<file path="config.mk">
export PLATFORM = sky130hd
export DESIGN_NAME = accum_cpu_flat
export DESIGN_NICKNAME = d
export VERILOG_FILES = /design/src/rtl/accum_cpu_if.sv /design/src/rtl/accum_cpu.sv /design/src/flat_wrapper.sv
export SDC_FILE = /design/constraint.sdc
export NUM_CORES = 1
export LEC_CHECK = 0
export ABC_AREA = 1
export CAP_MARGIN = 25
export CORE_UTILIZATION = 57
export CTS_BUF_LIST = sky130_fd_sc_hd__clkbuf_16
export DETAILED_ROUTE_END_ITERATION = 10
export GPL_TIMING_DRIVEN = 1
export MAX_ROUTING_LAYER = met4
export PLACE_DENSITY = 0.78
export SLEW_MARGIN = 25
export SYNTH_ARGS = -nofsm -noshare
export SYNTH_HDL_FRONTEND = slang
export SYNTH_SLANG_ARGS = --single-unit
export TNS_END_PERCENT = 30
</file>
<file path="constraint.sdc">
create_clock -name clk -period 2.6 [get_ports clk]
set_clock_uncertainty 0.05 [all_clocks]
set_input_delay 0.39 -clock clk [delete_from_list [all_inputs] [get_ports clk]]
set_output_delay 0.39 -clock clk [all_outputs]
set_load 0.005 [all_outputs]
</file>
<file path="src/rtl/accum_cpu_if.sv">
`default_nettype none
// ============================================================================
// Module      : accum_cpu_if
// Description : Memory bus between the accumulator core (master) and a
//               single-port word memory (slave). A transfer completes in any
//               cycle where mem_ready=1 while mem_rd or mem_wr is raised.
// Revision    : 1.0 - initial release
// ============================================================================
interface accum_cpu_if #(
  parameter int DATA_W = 8,
  parameter int ADDR_W = 8
);
  logic [ADDR_W-1:0] mem_addr;
  logic              mem_rd;
  logic              mem_wr;
  logic [DATA_W-1:0] mem_wdata;
  logic [DATA_W-1:0] mem_rdata;
  logic              mem_ready;

  modport master (
    output mem_addr, mem_rd, mem_wr, mem_wdata,
    input  mem_rdata, mem_ready
  );

  modport slave (
    input  mem_addr, mem_rd, mem_wr, mem_wdata,
    output mem_rdata, mem_ready
  );
endinterface
`default_nettype wire

</file>
<file path="src/rtl/accum_cpu.sv">
`default_nettype none
// ============================================================================
// Module      : accum_cpu
// Description : Multi-cycle accumulator CPU. Fetches one-word opcodes and an
//               optional address operand, executes against accumulator A,
//               helper register B and flags Z/C. Bus requests are Moore
//               outputs that hold steady until the memory accepts them.
//               The interface instance must use the same DATA_W/ADDR_W.
// Revision    : 1.0 - initial release
// ============================================================================
module accum_cpu #(
  parameter int DATA_W = 8,
  parameter int ADDR_W = 8
) (
  input  logic              clk,
  input  logic              rst,
  accum_cpu_if.master       bus,
  output logic              halted,
  output logic              illegal,
  output logic [ADDR_W-1:0] pc_out,
  output logic [DATA_W-1:0] acc_out
);

  localparam logic [7:0] OP_NOP  = 8'h00;
  localparam logic [7:0] OP_LDA  = 8'h01;
  localparam logic [7:0] OP_STA  = 8'h02;
  localparam logic [7:0] OP_ADD  = 8'h03;
  localparam logic [7:0] OP_SUB  = 8'h04;
  localparam logic [7:0] OP_AND  = 8'h05;
  localparam logic [7:0] OP_TAB  = 8'h06;
  localparam logic [7:0] OP_JMP  = 8'h07;
  localparam logic [7:0] OP_JZ   = 8'h08;
  localparam logic [7:0] OP_JC   = 8'h09;
  localparam logic [7:0] OP_ADDB = 8'h10;
  localparam logic [7:0] OP_HLT  = 8'hFF;

  localparam logic [ADDR_W-1:0] PC_ONE = ADDR_W'(1);

  typedef enum logic [2:0] {
    ST_FETCH   = 3'd0,
    ST_OPERAND = 3'd1,
    ST_DATA_RD = 3'd2,
    ST_DATA_WR = 3'd3,
    ST_HALT    = 3'd4
  } state_t;

  state_t            state, state_nxt;
  logic [ADDR_W-1:0] pc, pc_nxt;
  logic [ADDR_W-1:0] opa, opa_nxt;
  logic [DATA_W-1:0] a, a_nxt;
  logic [DATA_W-1:0] b, b_nxt;
  logic              z, z_nxt;
  logic              c, c_nxt;
  logic              ill, ill_nxt;
  // Only the opcode byte is kept; upper instruction bits carry no meaning.
  logic [7:0]        ir, ir_nxt;

  logic [7:0]        fetch_op;
  logic [ADDR_W-1:0] operand_addr;
  logic [ADDR_W-1:0] pc_inc;
  logic [DATA_W:0]   sum_m;
  logic [DATA_W:0]   sum_b;
  logic [DATA_W-1:0] diff_m;

  assign fetch_op     = bus.mem_rdata[7:0];
  assign operand_addr = bus.mem_rdata[ADDR_W-1:0];
  assign pc_inc       = pc + PC_ONE;
  assign sum_m        = {1'b0, a} + {1'b0, bus.mem_rdata};
  assign sum_b        = {1'b0, a} + {1'b0, b};
  assign diff_m       = a - bus.mem_rdata;

  // Architectural state register; reset wins over any pending access.
  always_ff @(posedge clk) begin
    if (rst) begin
      state <= ST_FETCH;
      pc    <= '0;
      opa   <= '0;
      a     <= '0;
      b     <= '0;
      z     <= 1'b0;
      c     <= 1'b0;
      ill   <= 1'b0;
      ir    <= '0;
    end else begin
      state <= state_nxt;
      pc    <= pc_nxt;
      opa   <= opa_nxt;
      a     <= a_nxt;
      b     <= b_nxt;
      z     <= z_nxt;
      c     <= c_nxt;
      ill   <= ill_nxt;
      ir    <= ir_nxt;
    end
  end

  // Next-state and execute logic; nothing moves unless the access is accepted.
  always_comb begin
    state_nxt = state;
    pc_nxt    = pc;
    opa_nxt   = opa;
    a_nxt     = a;
    b_nxt     = b;
    z_nxt     = z;
    c_nxt     = c;
    ill_nxt   = ill;
    ir_nxt    = ir;
    case (state)
      ST_FETCH: begin
        if (bus.mem_ready) begin
          ir_nxt = fetch_op;
          pc_nxt = pc_inc;
          case (fetch_op)
            OP_NOP: begin
            end
            OP_TAB: b_nxt = a;
            OP_ADDB: begin
              a_nxt = sum_b[DATA_W-1:0];
              c_nxt = sum_b[DATA_W];
              z_nxt = (sum_b[DATA_W-1:0] == '0);
            end
            OP_LDA, OP_STA, OP_ADD, OP_SUB, OP_AND,
            OP_JMP, OP_JZ, OP_JC: state_nxt = ST_OPERAND;
            OP_HLT: state_nxt = ST_HALT;
            default: begin
              state_nxt = ST_HALT;
              ill_nxt   = 1'b1;
            end
          endcase
        end
      end
      ST_OPERAND: begin
        if (bus.mem_ready) begin
          opa_nxt   = operand_addr;
          pc_nxt    = pc_inc;
          state_nxt = ST_FETCH;
          case (ir)
            OP_JMP: pc_nxt = operand_addr;
            OP_JZ:  if (z) pc_nxt = operand_addr;
            OP_JC:  if (c) pc_nxt = operand_addr;
            OP_STA: state_nxt = ST_DATA_WR;
            OP_LDA, OP_ADD, OP_SUB, OP_AND: state_nxt = ST_DATA_RD;
            default: state_nxt = ST_FETCH;
          endcase
        end
      end
      ST_DATA_RD: begin
        if (bus.mem_ready) begin
          state_nxt = ST_FETCH;
          case (ir)
            OP_LDA: begin
              a_nxt = bus.mem_rdata;
              z_nxt = (bus.mem_rdata == '0);
            end
            OP_ADD: begin
              a_nxt = sum_m[DATA_W-1:0];
              c_nxt = sum_m[DATA_W];
              z_nxt = (sum_m[DATA_W-1:0] == '0);
            end
            OP_SUB: begin
              a_nxt = diff_m;
              c_nxt = (a < bus.mem_rdata);
              z_nxt = (diff_m == '0);
            end
            OP_AND: begin
              a_nxt = a & bus.mem_rdata;
              c_nxt = 1'b0;
              z_nxt = ((a & bus.mem_rdata) == '0);
            end
            default: begin
            end
          endcase
        end
      end
      ST_DATA_WR: begin
        if (bus.mem_ready) state_nxt = ST_FETCH;
      end
      ST_HALT: state_nxt = ST_HALT;
      default: state_nxt = ST_FETCH;
    endcase
  end

  // Bus requests follow the state; they are squashed during the reset cycle.
  assign bus.mem_rd    = !rst && ((state == ST_FETCH) || (state == ST_OPERAND) ||
                                  (state == ST_DATA_RD));
  assign bus.mem_wr    = !rst && (state == ST_DATA_WR);
  assign bus.mem_addr  = ((state == ST_DATA_RD) || (state == ST_DATA_WR)) ? opa : pc;
  assign bus.mem_wdata = a;

  assign halted  = (state == ST_HALT);
  assign illegal = ill;
  assign pc_out  = pc;
  assign acc_out = a;

endmodule
`default_nettype wire

</file>
<file path="src/flat_wrapper.sv">
// flat-port wrapper written by rule: the top's interface ports become plain ports
module accum_cpu_flat 
#(
  parameter int DATA_W = 8,
  parameter int ADDR_W = 8
)
  (clk, rst, halted, illegal, pc_out, acc_out, bus_mem_addr, bus_mem_rd, bus_mem_wr, bus_mem_wdata, bus_mem_rdata, bus_mem_ready);
  accum_cpu_if #(.DATA_W(DATA_W), .ADDR_W(ADDR_W)) bus_i ();
  input  logic clk;
  input  logic rst;
  output logic halted;
  output logic illegal;
  output logic [ADDR_W-1:0] pc_out;
  output logic [DATA_W-1:0] acc_out;
  output wire logic [$bits(bus_i.mem_addr)-1:0] bus_mem_addr;
  output wire logic [$bits(bus_i.mem_rd)-1:0] bus_mem_rd;
  output wire logic [$bits(bus_i.mem_wr)-1:0] bus_mem_wr;
  output wire logic [$bits(bus_i.mem_wdata)-1:0] bus_mem_wdata;
  input wire logic [$bits(bus_i.mem_rdata)-1:0] bus_mem_rdata;
  input wire logic [$bits(bus_i.mem_ready)-1:0] bus_mem_ready;
  assign bus_mem_addr = bus_i.mem_addr;
  assign bus_mem_rd = bus_i.mem_rd;
  assign bus_mem_wr = bus_i.mem_wr;
  assign bus_mem_wdata = bus_i.mem_wdata;
  assign bus_i.mem_rdata = bus_mem_rdata;
  assign bus_i.mem_ready = bus_mem_ready;
  accum_cpu #(.DATA_W(DATA_W), .ADDR_W(ADDR_W)) u_core (.clk(clk), .rst(rst), .bus(bus_i), .halted(halted), .illegal(illegal), .pc_out(pc_out), .acc_out(acc_out));
endmodule
</file>
==> results of run 1 <==
cell type report:
cell class                 count  share of cell area (%)
clock buffer                   5                   2.711
clock inverter                 3                  0.5150
inverter                      94                   7.644
multi-input combinational    435                   52.24
sequential                    46                   19.95
tap                           77                   2.087
timing repair buffer          76                   14.85
worst max path at each step:
| stage | startpoint | slack (ns) | to | depth (start not counted) |
|---|---|---|---|---|
| floorplan | bus_mem_rdata[0] | 0.67 | u_core.z | 13 |
| global placement | bus_mem_rdata[0] | 0.06 | u_core.z | 14 |
| detailed placement | bus_mem_rdata[0] | -0.01 | u_core.z | 14 |
| CTS | u_core.state[2] | 0.04 | bus_mem_addr[0] | 5 |
| global route | bus_mem_rdata[0] | 0.03 | u_core.z | 17 |
| finish | u_core.state[0] | 0.19 | bus_mem_addr[7] | 6 |
worst max-delay path, stage by stage (launching register included):
cell	delay [ns]
dfxtp_1	0.35
inv_1	0.08
nor2_1	0.12
nand2_1	0.09
nand2_2	0.22
mux2_2	0.37
clkdlybuf4s50_1	0.44
routing by layer:
metal / wire length [um] / vias to the layer above
li1: - / 2060
met3: 717 / 37
met4: 340 / 0
met2: 5499 / 177
met5: 0 / -
met1: 4652 / 1901
cell usage in the layout (no fill, tap or decap), types with 4 or more instances in the layout:
cell type / n
o21ai_0: 51
nand2_1: 131
o211ai_1: 4
o21ai_1: 5
clkbuf_16: 5
inv_1: 86
o2111ai_1: 4
nor3_1: 6
ha_1: 26
xor2_1: 7
nand4_1: 13
nand3_1: 35
dfxtp_1: 46
buf_4: 30
nor2_1: 48
inv_2: 7
nor2_4: 4
nor2_2: 5
a21oi_2: 6
a21oi_1: 55
xnor2_1: 5
o21bai_1: 5
clkdlybuf4s50_1: 46
cells by family after synthesis:
kind of cell / count (synthesis)
xor+xnor: 12
simple gates: 255
buf+inv: 117
compound gates: 137
flops: 46
fa+ha+maj: 29
mux: 2
registers in the layout (all words and copies together) (netlist names):
register,flops
u_core.acc_out,8
u_core.pc_out,8
u_core.z,1
u_core.ir,8
u_core.c,1
u_core.illegal,1
u_core.state,3
u_core.b,8
u_core.opa,8
timing repair:
| action | in CTS | in global routing |
|---|---|---|
| gates resized for setup | 0 | 2 |
| setup buffers | 0 | 0 |
| endpoints found under the setup margin | 0 | 8 |
power groups by stage:
stage / Combinational [uW] / Clock [uW] / Sequential, uW
after floorplan: 314 / 0 / 800
after global placement: 509 / 0 / 807
after detailed placement: 519 / 0 / 808
after CTS: 524 / 657 / 793
after global routing: 583 / 679 / 799
final: 529 / 647 / 794
metrics by stage:
| stage | setup TNS [ns] | setup slack (ns) | instances | total power (uW) |
|---|---|---|---|---|
| after global placement | 0 | 0.05679 | 728 | 1315 |
| after floorplan | 0 | 0.6663 | 598 | 1114 |
| after global routing | 0 | 0.02518 | 736 | 2061 |
| final | 0 | 0.1949 | 736 | 1970 |
| after CTS | 0 | 0.03975 | 736 | 1974 |
| after detailed placement | -0.01083 | -0.01083 | 728 | 1327 |
==> results.md, run 1 <==
- Status: complete, but fails checks
- Failing checks: design-rule violations
- Final GP Congestion: around 0.93
- Most frequent cell after synthesis: nand2_1
- Worst-margin pin slew: 0.5017 ns
- Reg-to-Reg End: u_core.z
- Pwr Density: 426.8 mW/mm^2
- Maxcap violations: 0
- Power share of the clock group: 32.9%
- Drt total wl: 11.21 mm
- Post-synth EDFFs: 0
- Final Util: 71.87%
- Crit path required time: 2.16 ns
- Layout area overhead: 20.63%
- Core ar.: 0.006422 mm^2
- Final min period: 2.405 ns
- Ys flop type: dfxtp_1
- Syn_area_per_cell: 6.398 um^2
- Share of layout cells above drive strength 1: between 10% and 20%
- Busiest grt layer: met2
- Synth Area in XOR/XNOR: about 2.7%
- Rows: 29
- CTS sink cnt: between 40 and 50
- Hold Path Depth: 2
- Placement-stage cell area: ~0.0045 mm^2
- Internal: ~1300 uW
- NetSw: 636.4 uW
- Final Setup Violations: 0
- Yosys warns: 0
- Multi-input gate area: 0.002411 mm^2
- Reg-to-Reg Start: u_core.acc_out[0]
- Met1 usage: 37.97%
- CP Capture Type: output port
- Layout Nets: 698
- Seq cells post-synth: 46
- GRT Util Overall: 32.73%
- R2R depth: 15
- Worst Path Max Fanout: 14
- Synthesized instance count: 598
- Vias in the first global route: 3881
- Root buf cell: clkbuf_16
- Die Span X: 83.93 um
- Global Route met2 Usage: ~57%
- Crit start category: register
- Fraction of registers with async set/reset: 0%
- Reg power frac: 40.3%
- CTS H-Tree Depth: 2
- Yosys top cell area share: 24.07%
- Initial DRC Count: 304
- Max Fclk: 415.8 MHz
- Register area: 920.9 um^2
- Adder-Cell Fraction of Synth Area: 10.07%
- Hold path startpoint: u_core.b[0]
- Initial Util: 59.58%
- Worst slew margin: 66.51%
- DRT Pass-1 Iters: 8
- Via Count: 4175
- Clock slew at reported path FFs: 0.06 ns
- Drt wl/cell: 15.23 um
- Synth Area in Compound Gates: 20.18%
- Die area: 0.007044 mm^2
- Pleak: 0.002199 uW
- Skew-Pair Late Insertion Delay: around 0.29 ns
- Die height: around 84 um
- Worst hold path class: register to register
- Met3 Use GR: 3.956%
- WP data arrival: 1.97 ns
- Final ANT Viol Nets: 0
- Mapped Area: 0.003826 mm^2
- Hold slack: 0.3967 ns
- Combinational share of power: 26.8%
- Final hold vios: 0
- Vias per std cell: 5.673
- Grt total ovfl: 0
- Distinct cells, synth: 40
- CTS tree: done
- Fillers: about 570
- ANT cells: 0
- Buffers added on ports: 46
- Crit Path Category: register to output port
- Register area share after synthesis: about 24%
- First-pass GRT wire length: 17.82 mm
- Reg2Reg Setup Slack: 0.38 ns
- RSZ-0062 raised after global routing: false
- Drt drc: 6
- Synthesized Nets: 638
- Max clock buf depth: 2
- Largest net degree at the start of global routing: 36
- Period utilization: 92.50%
- Top cells by area, synth: dfxtp_1 24%, nand2_1 13%, ha_1 8.5%
- Num CTS Buffers: 5
- Synth area leader: dfxtp_1
- Max VDD drop: 0.4254 mV
- Mux contribution to synthesized area: less than 1%
- Cell area after layout: 0.004616 mm^2
- Hold endpoint: u_core.b[0]
- Synth cell count leaders: 132 x nand2_1, 86 x inv_1, 55 x a21oi_1, 52 x o21ai_0, 48 x nor2_1
- Final slew viol count: 0
- Initial antenna violation count: 0
- Sw frac: 32.31%
- DP HPWL: 8.793 mm
- Largest family of logic cells by synthesized area: simple AND/OR/NAND/NOR gates
- I/O pin count: 47
- Post-synthesis simple-gate area fraction: 29.37%
- CTS Hold Bufs: 0
No activity file was read; power rests on OpenSTA's default activity.
==> run 2: changes to the inputs <==
--- a/config.mk
+++ b/config.mk
@@ -7,7 +7,10 @@
 export LEC_CHECK = 0
 export ABC_AREA = 1
 export CAP_MARGIN = 25
-export CORE_UTILIZATION = 57
+export CELL_PAD_IN_SITES_DETAIL_PLACEMENT = 1
+export CELL_PAD_IN_SITES_GLOBAL_PLACEMENT = 1
+export CORE_ASPECT_RATIO = 1.5
+export CORE_UTILIZATION = 40
 export CTS_BUF_LIST = sky130_fd_sc_hd__clkbuf_16
 export DETAILED_ROUTE_END_ITERATION = 10
 export GPL_TIMING_DRIVEN = 1
==> run 2 against run 1 <==
Cell area rose by 4.8%. Register-to-register slack worse by 0.10 ns. Non-clock buffer count up 20. Clock-buffer cell count unchanged. Critical path depth did not move. Highest routed layer unchanged. The run now ends clean. Final cell count up 7.3%. Combinational power grew 9.8%. Critical endpoint unchanged. Clock power increased by 11%. Utilization decreased by 20 points.
==> results.md, run 2 (synthesized netlist as in run 1, its figures left out) <==
- Skew-Pair Late Insertion Delay: 0.29 ns (about the same)
- Via Count: 4258 (was 4175)
- NetSw: 648.6 uW (was 636.4 uW)
- Largest net degree at the start of global routing: 36 (unchanged)
- Reg-to-Reg Start: u_core.acc_out[1] (was u_core.acc_out[0])
- GRT Util Overall: 31.17% (was 32.73%)
- Final Setup Violations: 0 (unchanged)
- Power share of the clock group: 34.2% (was 32.9%)
- First-pass GRT wire length: 22.25 mm (was 17.82 mm)
- DRT Pass-1 Iters: 4 (was 8)
- Buffers added on ports: 46 (unchanged)
- CP max-delay cell: clkdlybuf4s50_1 (unchanged)
- Fillers: 1272 (was 567)
- Crit path capture: bus_mem_addr[7] (unchanged)
- CP max stage delay: 0.45 ns (was 0.44 ns)
- Worst Path Max Fanout: 14 (unchanged)
- Drt total wl: 14.25 mm (was 11.21 mm)
- Worst Slack Setup Final: 0.1838 ns (was 0.1949 ns)
- Rows: 43 (was 29)
- Initial DRC Count: 125 (was 304)
- Crit Path Category: register to output port (unchanged)
- Max VDD drop: 0.4553 mV (was 0.4254 mV)
- Vias in the first global route: 4527 (was 3881)
- WP data arrival: 1.98 ns (was 1.97 ns)
- Layout area overhead: 26.42% (was 20.63%)
- CTS tree: done (unchanged)
- CTS sink cnt: 46 (unchanged)
- Grt total ovfl: 0 (unchanged)
- Most common cell after layout, fill and taps aside: nand2_1 (unchanged)
- Reg-to-Reg End: u_core.z (unchanged)
- Clock slew at reported path FFs: 0.06 ns (about the same)
- Layout Nets: 718 (was 698)
- CTS H-Tree Depth: 2 (unchanged)
- Crit path required time: 2.16 ns (about the same)
- Final GP Congestion: 0.9383 (was 0.9312)
- Die area: 0.009969 mm^2 (was 0.007044 mm^2)
- Reg2Reg Setup Slack: 0.28 ns (was 0.38 ns)
- Combinational share of power: 27.8% (was 26.8%)
- CP Capture Type: output port (unchanged)
- ANT cells: 0 (unchanged)
- DP HPWL: 11.93 mm (was 8.793 mm)
- # Post-CTS Setup Buffers: 0 (unchanged)
- Final hold vios: 0 (unchanged)
- Final slew viol count: 0 (unchanged)
- Internal: 1443 uW (was 1334 uW)
- Final min period: 2.416 ns (was 2.405 ns)
- Worst hold path class: register to register (unchanged)
- Commonest cells after routing, fill and taps aside: 131 x nand2_1, 86 x inv_1, 55 x a21oi_1, 51 x o21ai_0, 50 x buf_4 (was 131 x nand2_1, 86 x inv_1, 55 x a21oi_1, 51 x o21ai_0, 48 x nor2_1)
- Num CTS Buffers: 5 (unchanged)
- Vias per std cell: 5.390 (was 5.673)
- Share of layout cells above drive strength 1: 13.27% (was 10.77%)
- Worst slack at placement: -0.1572 ns (was -0.01083 ns)
- R2R depth: 11 (was 15)
- Max Fclk: 413.9 MHz (was 415.8 MHz)
- Pwr Density: 432.4 mW/mm^2 (was 426.8 mW/mm^2)
- Period utilization: 92.93% (was 92.50%)
- Drt wl/cell: 18.04 um (was 15.23 um)
- Status: finished, final reports clean (was complete, but fails checks)
- Die Span X: 81.86 um (was 83.93 um)
- Final ANT Viol Nets: 0 (unchanged)
- RSZ-0062 raised after global routing: false (unchanged)
- Worst setup path start: u_core.state[0] (unchanged)
- Max clock buf depth: 2 (unchanged)
- Crit start category: register (unchanged)
- Drt drc: 0 (was 6)
- Initial Util: 41.35% (was 59.58%)
- Maxcap violations: 0 (unchanged)
- Final Util: 52.27% (was 71.87%)
- Reg power frac: 38.0% (was 40.3%)
- CP Cell Sequence: inv_1, nor2_1, nand2_1, nand2_4, mux2_2, clkdlybuf4s50_1 (was inv_1, nor2_1, nand2_1, nand2_2, mux2_2, clkdlybuf4s50_1)
- I/O pin count: 47 (unchanged)
- Sw frac: 31.01% (was 32.31%)
- Worst slew margin: 60.81% (was 66.51%)
- Core ar.: 0.009254 mm^2 (was 0.006422 mm^2)
- Pleak: 0.002308 uW (was 0.002199 uW)
- Die height: 121.8 um (was 83.93 um)
- Worst-margin pin slew: 0.5834 ns (was 0.5017 ns)
- Hold slack: 0.4084 ns (was 0.3967 ns)
- Root buf cell: clkbuf_16 (unchanged)
- Initial antenna violation count: 0 (unchanged)
==> run 2: worst min path at each step <==
stage                      from     endpoint  slack (ns)  cells past startpoint
detailed placement  u_core.b[4]  u_core.b[4]        0.40                      2
floorplan           u_core.b[0]  u_core.b[0]        0.38                      2
finish              u_core.b[2]  u_core.b[2]        0.41                      2
CTS                 u_core.b[4]  u_core.b[4]        0.41                      2
global placement    u_core.b[0]  u_core.b[0]        0.39                      2
global route        u_core.b[2]  u_core.b[2]        0.43                      2
==> run 2: layout make-up <==
| cell class | count | area, um^2 | area share, % |
|---|---|---|---|
| Sequential cell | 46 | 920.9 | 19.04 |
| Clock buffer | 5 | 125.1 | 2.587 |
| Tap cell | 112 | 140.1 | 2.897 |
| Inverter | 94 | 352.8 | 7.294 |
| Timing Repair Buffer | 96 | 835.8 | 17.28 |
| Multi-Input combinational cell | 435 | 2429 | 50.21 |
| Clock inverter | 2 | 33.78 | 0.6984 |
==> run 2: repair_timing <==
| item | 4_1_cts | 5_1_grt |
|---|---|---|
| hold buffers | 0 | 0 |
| endpoints found under the setup margin | 2 | 2 |
| gates resized for setup | 1 | 3 |
==> run 2: routing by layer <==
metal	routed length (um)	track usage (%)
met4	660	16.01
met5	0	-
met1	4990	28.02
met2	8189	60.80
met3	411	3.670
==> run 2: critical path, delay by kind of cell (launching register included) <==
kind | cells | cell delay [ns]
flip-flops | 1 | 0.35
buffers and inverters | 2 | 0.53
multiplexers | 1 | 0.35
AND/OR/NAND/NOR | 3 | 0.46
==> run 2: through the flow <==
step	setup TNS, ns	area (um^2)	instances	total power (uW)
final	0	4837	790	2092
after global routing	0	4837	790	2197
after CTS	0	4820	790	2107
after detailed placement	-0.3383	4658	783	1386
after global placement	-0.1506	4658	783	1366
after floorplan	0	3826	598	1114
==> run 2: power by group through the flow <==
stage	Combinational, uW	Clock [uW]	Sequential (uW)
after global placement	560	0	807
after detailed placement	577	0	809
after global routing	638	759	800
after CTS	582	731	794
final	581	716	794
after floorplan	314	0	800
==> run 3: changes to the inputs <==
--- a/config.mk
+++ b/config.mk
@@ -16,6 +16,7 @@
 export GPL_TIMING_DRIVEN = 1
 export MAX_ROUTING_LAYER = met4
 export PLACE_DENSITY = 0.78
+export SKIP_CTS_REPAIR_TIMING = 1
 export SLEW_MARGIN = 25
 export SYNTH_ARGS = -nofsm -noshare
 export SYNTH_HDL_FRONTEND = slang
==> results of run 3 <==
Final layout, timing and power as in run 2 (identical DEF).
==> RTL change (flow settings as in run 2) <==
Encoding of `state_t`: now one-hot (5 bits for 5 states).
--- a/src/rtl/accum_cpu.sv
+++ b/src/rtl/accum_cpu.sv
@@ -36,12 +36,12 @@
 
   localparam logic [ADDR_W-1:0] PC_ONE = ADDR_W'(1);
 
-  typedef enum logic [2:0] {
-    ST_FETCH   = 3'd0,
-    ST_OPERAND = 3'd1,
-    ST_DATA_RD = 3'd2,
-    ST_DATA_WR = 3'd3,
-    ST_HALT    = 3'd4
+  typedef enum logic [4:0] {
+    ST_FETCH   = 5'b00001,
+    ST_OPERAND = 5'b00010,
+    ST_DATA_RD = 5'b00100,
+    ST_DATA_WR = 5'b01000,
+    ST_HALT    = 5'b10000
   } state_t;
 
   state_t            state, state_nxt;
Check against the original RTL: same outputs for any inputs over 4 cycles, from zero or initial values and one cycle with rst high; so few cycles prove little.
==> RTL change against run 2 <==
  * Count of clock-buffer cells in the layout unchanged
  * Routed wire length up 2.3%
  * Sequential cell count up 2
  * Synthesized area up 9.2%
  * Worst setup slack worse by 0.021 ns
  * Register-to-register slack better by 0.07 ns
  * Cell area up 4.9%
  * Highest routed layer unchanged
Power is not compared: it rests on default switching activity, and its combinational part moved more than twofold at a synthesized area within 25%.
==> RTL change: results (changes against run 2) <==
metric	value	unit	change
max_slew.worst_pin.slew	0.470	ns	-0.113 ns
ys_seq_area_share	23.0	%	-1.1 points
syn_nets	685		+7.4%
grt_max_degree	33		-8.3%
status	finished, final reports clean		
met1_usage	29.0	%	+1.0 points
path_max_fanout	7		-7
p_leak	2.37	nW	
critPathMaxStageDelay	0.51	ns	+0.06 ns
grt_pass1_wl	23700	um	+6.5%
seq_power_share	28.0	%	
grt_usage	28.9	%	-2.3 points
gp_congestion	0.945		+0.76%
dr_wl_met2	7910	um	-3.4%
critical_path.top_delay_family	simple AND/OR/NAND/NOR gates		
root_buffer	clkbuf_16		
clk_latency	0.30	ns	
vias	4531		+6.4%
rrSetupSlack	0.35	ns	+0.07 ns
synthTopCellsByCount	151 x nand2_1, 69 x inv_1, 62 x nor2_1		
cp.arrival	2.63	ns	+0.65 ns
nets	753		+4.9%
ys_top_cells_by_area	dfxtp_1 23%, nand2_1 14%, ha_1 7.8%		
hold-path-endpoint	u_core.illegal$_SDFFE_PP0P_		
r2r-start	u_core.acc_out[0]$_SDFFE_PP0P_		
routed_wirelength	14600	um	+2.3%
fin_total_pwr	3.69	mW	
wl_met1	5590	um	+12%
hold_path_startpoint	u_core.illegal$_SDFFE_PP0P_		
fillCellCount	1367		+7.5%
use_met3	3.23	%	-0.44 points
wl_met3	350	um	-15%
drive_gt1_share	15.0	%	+1.7 points
hold_ws	0.407	ns	-0.00158 ns
grt_use_met2	54.1	%	-6.7 points
first_iter_violations	174		+39%
reg2regPathDepth	18		+7
dp_slack	-0.131	ns	+0.0262 ns
placed_cell_area	4910	um^2	+5.3%
[RTL change: worst max-delay path by stage]
stage               slack [ns]               endpoint                    startpoint  depth (start not counted)
finish                    0.16  u_core.z$_SDFFE_PP0P_              bus_mem_rdata[5]                         15
global route              0.01        bus_mem_addr[1]  u_core.state[1]$_SDFFE_PP0P_                          6
CTS                       0.11        bus_mem_addr[7]  u_core.state[1]$_SDFFE_PP0P_                          6
detailed placement       -0.13  u_core.z$_SDFFE_PP0P_              bus_mem_rdata[2]                         16
global placement         -0.08  u_core.z$_SDFFE_PP0P_              bus_mem_rdata[3]                         16
floorplan                 0.58  u_core.z$_SDFFE_PP0P_              bus_mem_rdata[3]                         14
[RTL change: layout make-up]
type	instances	area, um^2	share of cell area [%]
Inverter	84	323	6.36
Clock inverter	3	18.8	0.370
Clock buffer	5	125	2.47
Sequential cell	48	961	18.9
Tap cell	117	146	2.89
Timing Repair Buffer	85	756	14.9
Multi-Input combinational cell	489	2740	54.1
[RTL change: cells by family after synthesis]
| kind of cell | share of synthesized area, % |
|---|---|
| buffers and inverters | 11.8 |
| AOI/OAI and AO/OA | 17.0 |
| adders and majority gates | 9.23 |
| DFF | 23.0 |
| and+or+nand+nor | 37.1 |
| xor gates and xnor gates | 1.89 |
[RTL change: metrics by stage]
step	instances	utilization [%]
2_1_floorplan	645	-
3_3_place_gp	823	48.4
3_5_place_dp	823	48.4
4_1_cts	831	49.9
5_1_grt	831	50.0
6_report	831	50.0
[RTL change: worst register-to-register path: cells and delay by family, from the launching register on]
kind	cells	cell delay (ns)
adders and majority gates	2	0.54
and+or+nand+nor	13	0.97
buffers and inverters	3	0.22
DFF	1	0.37
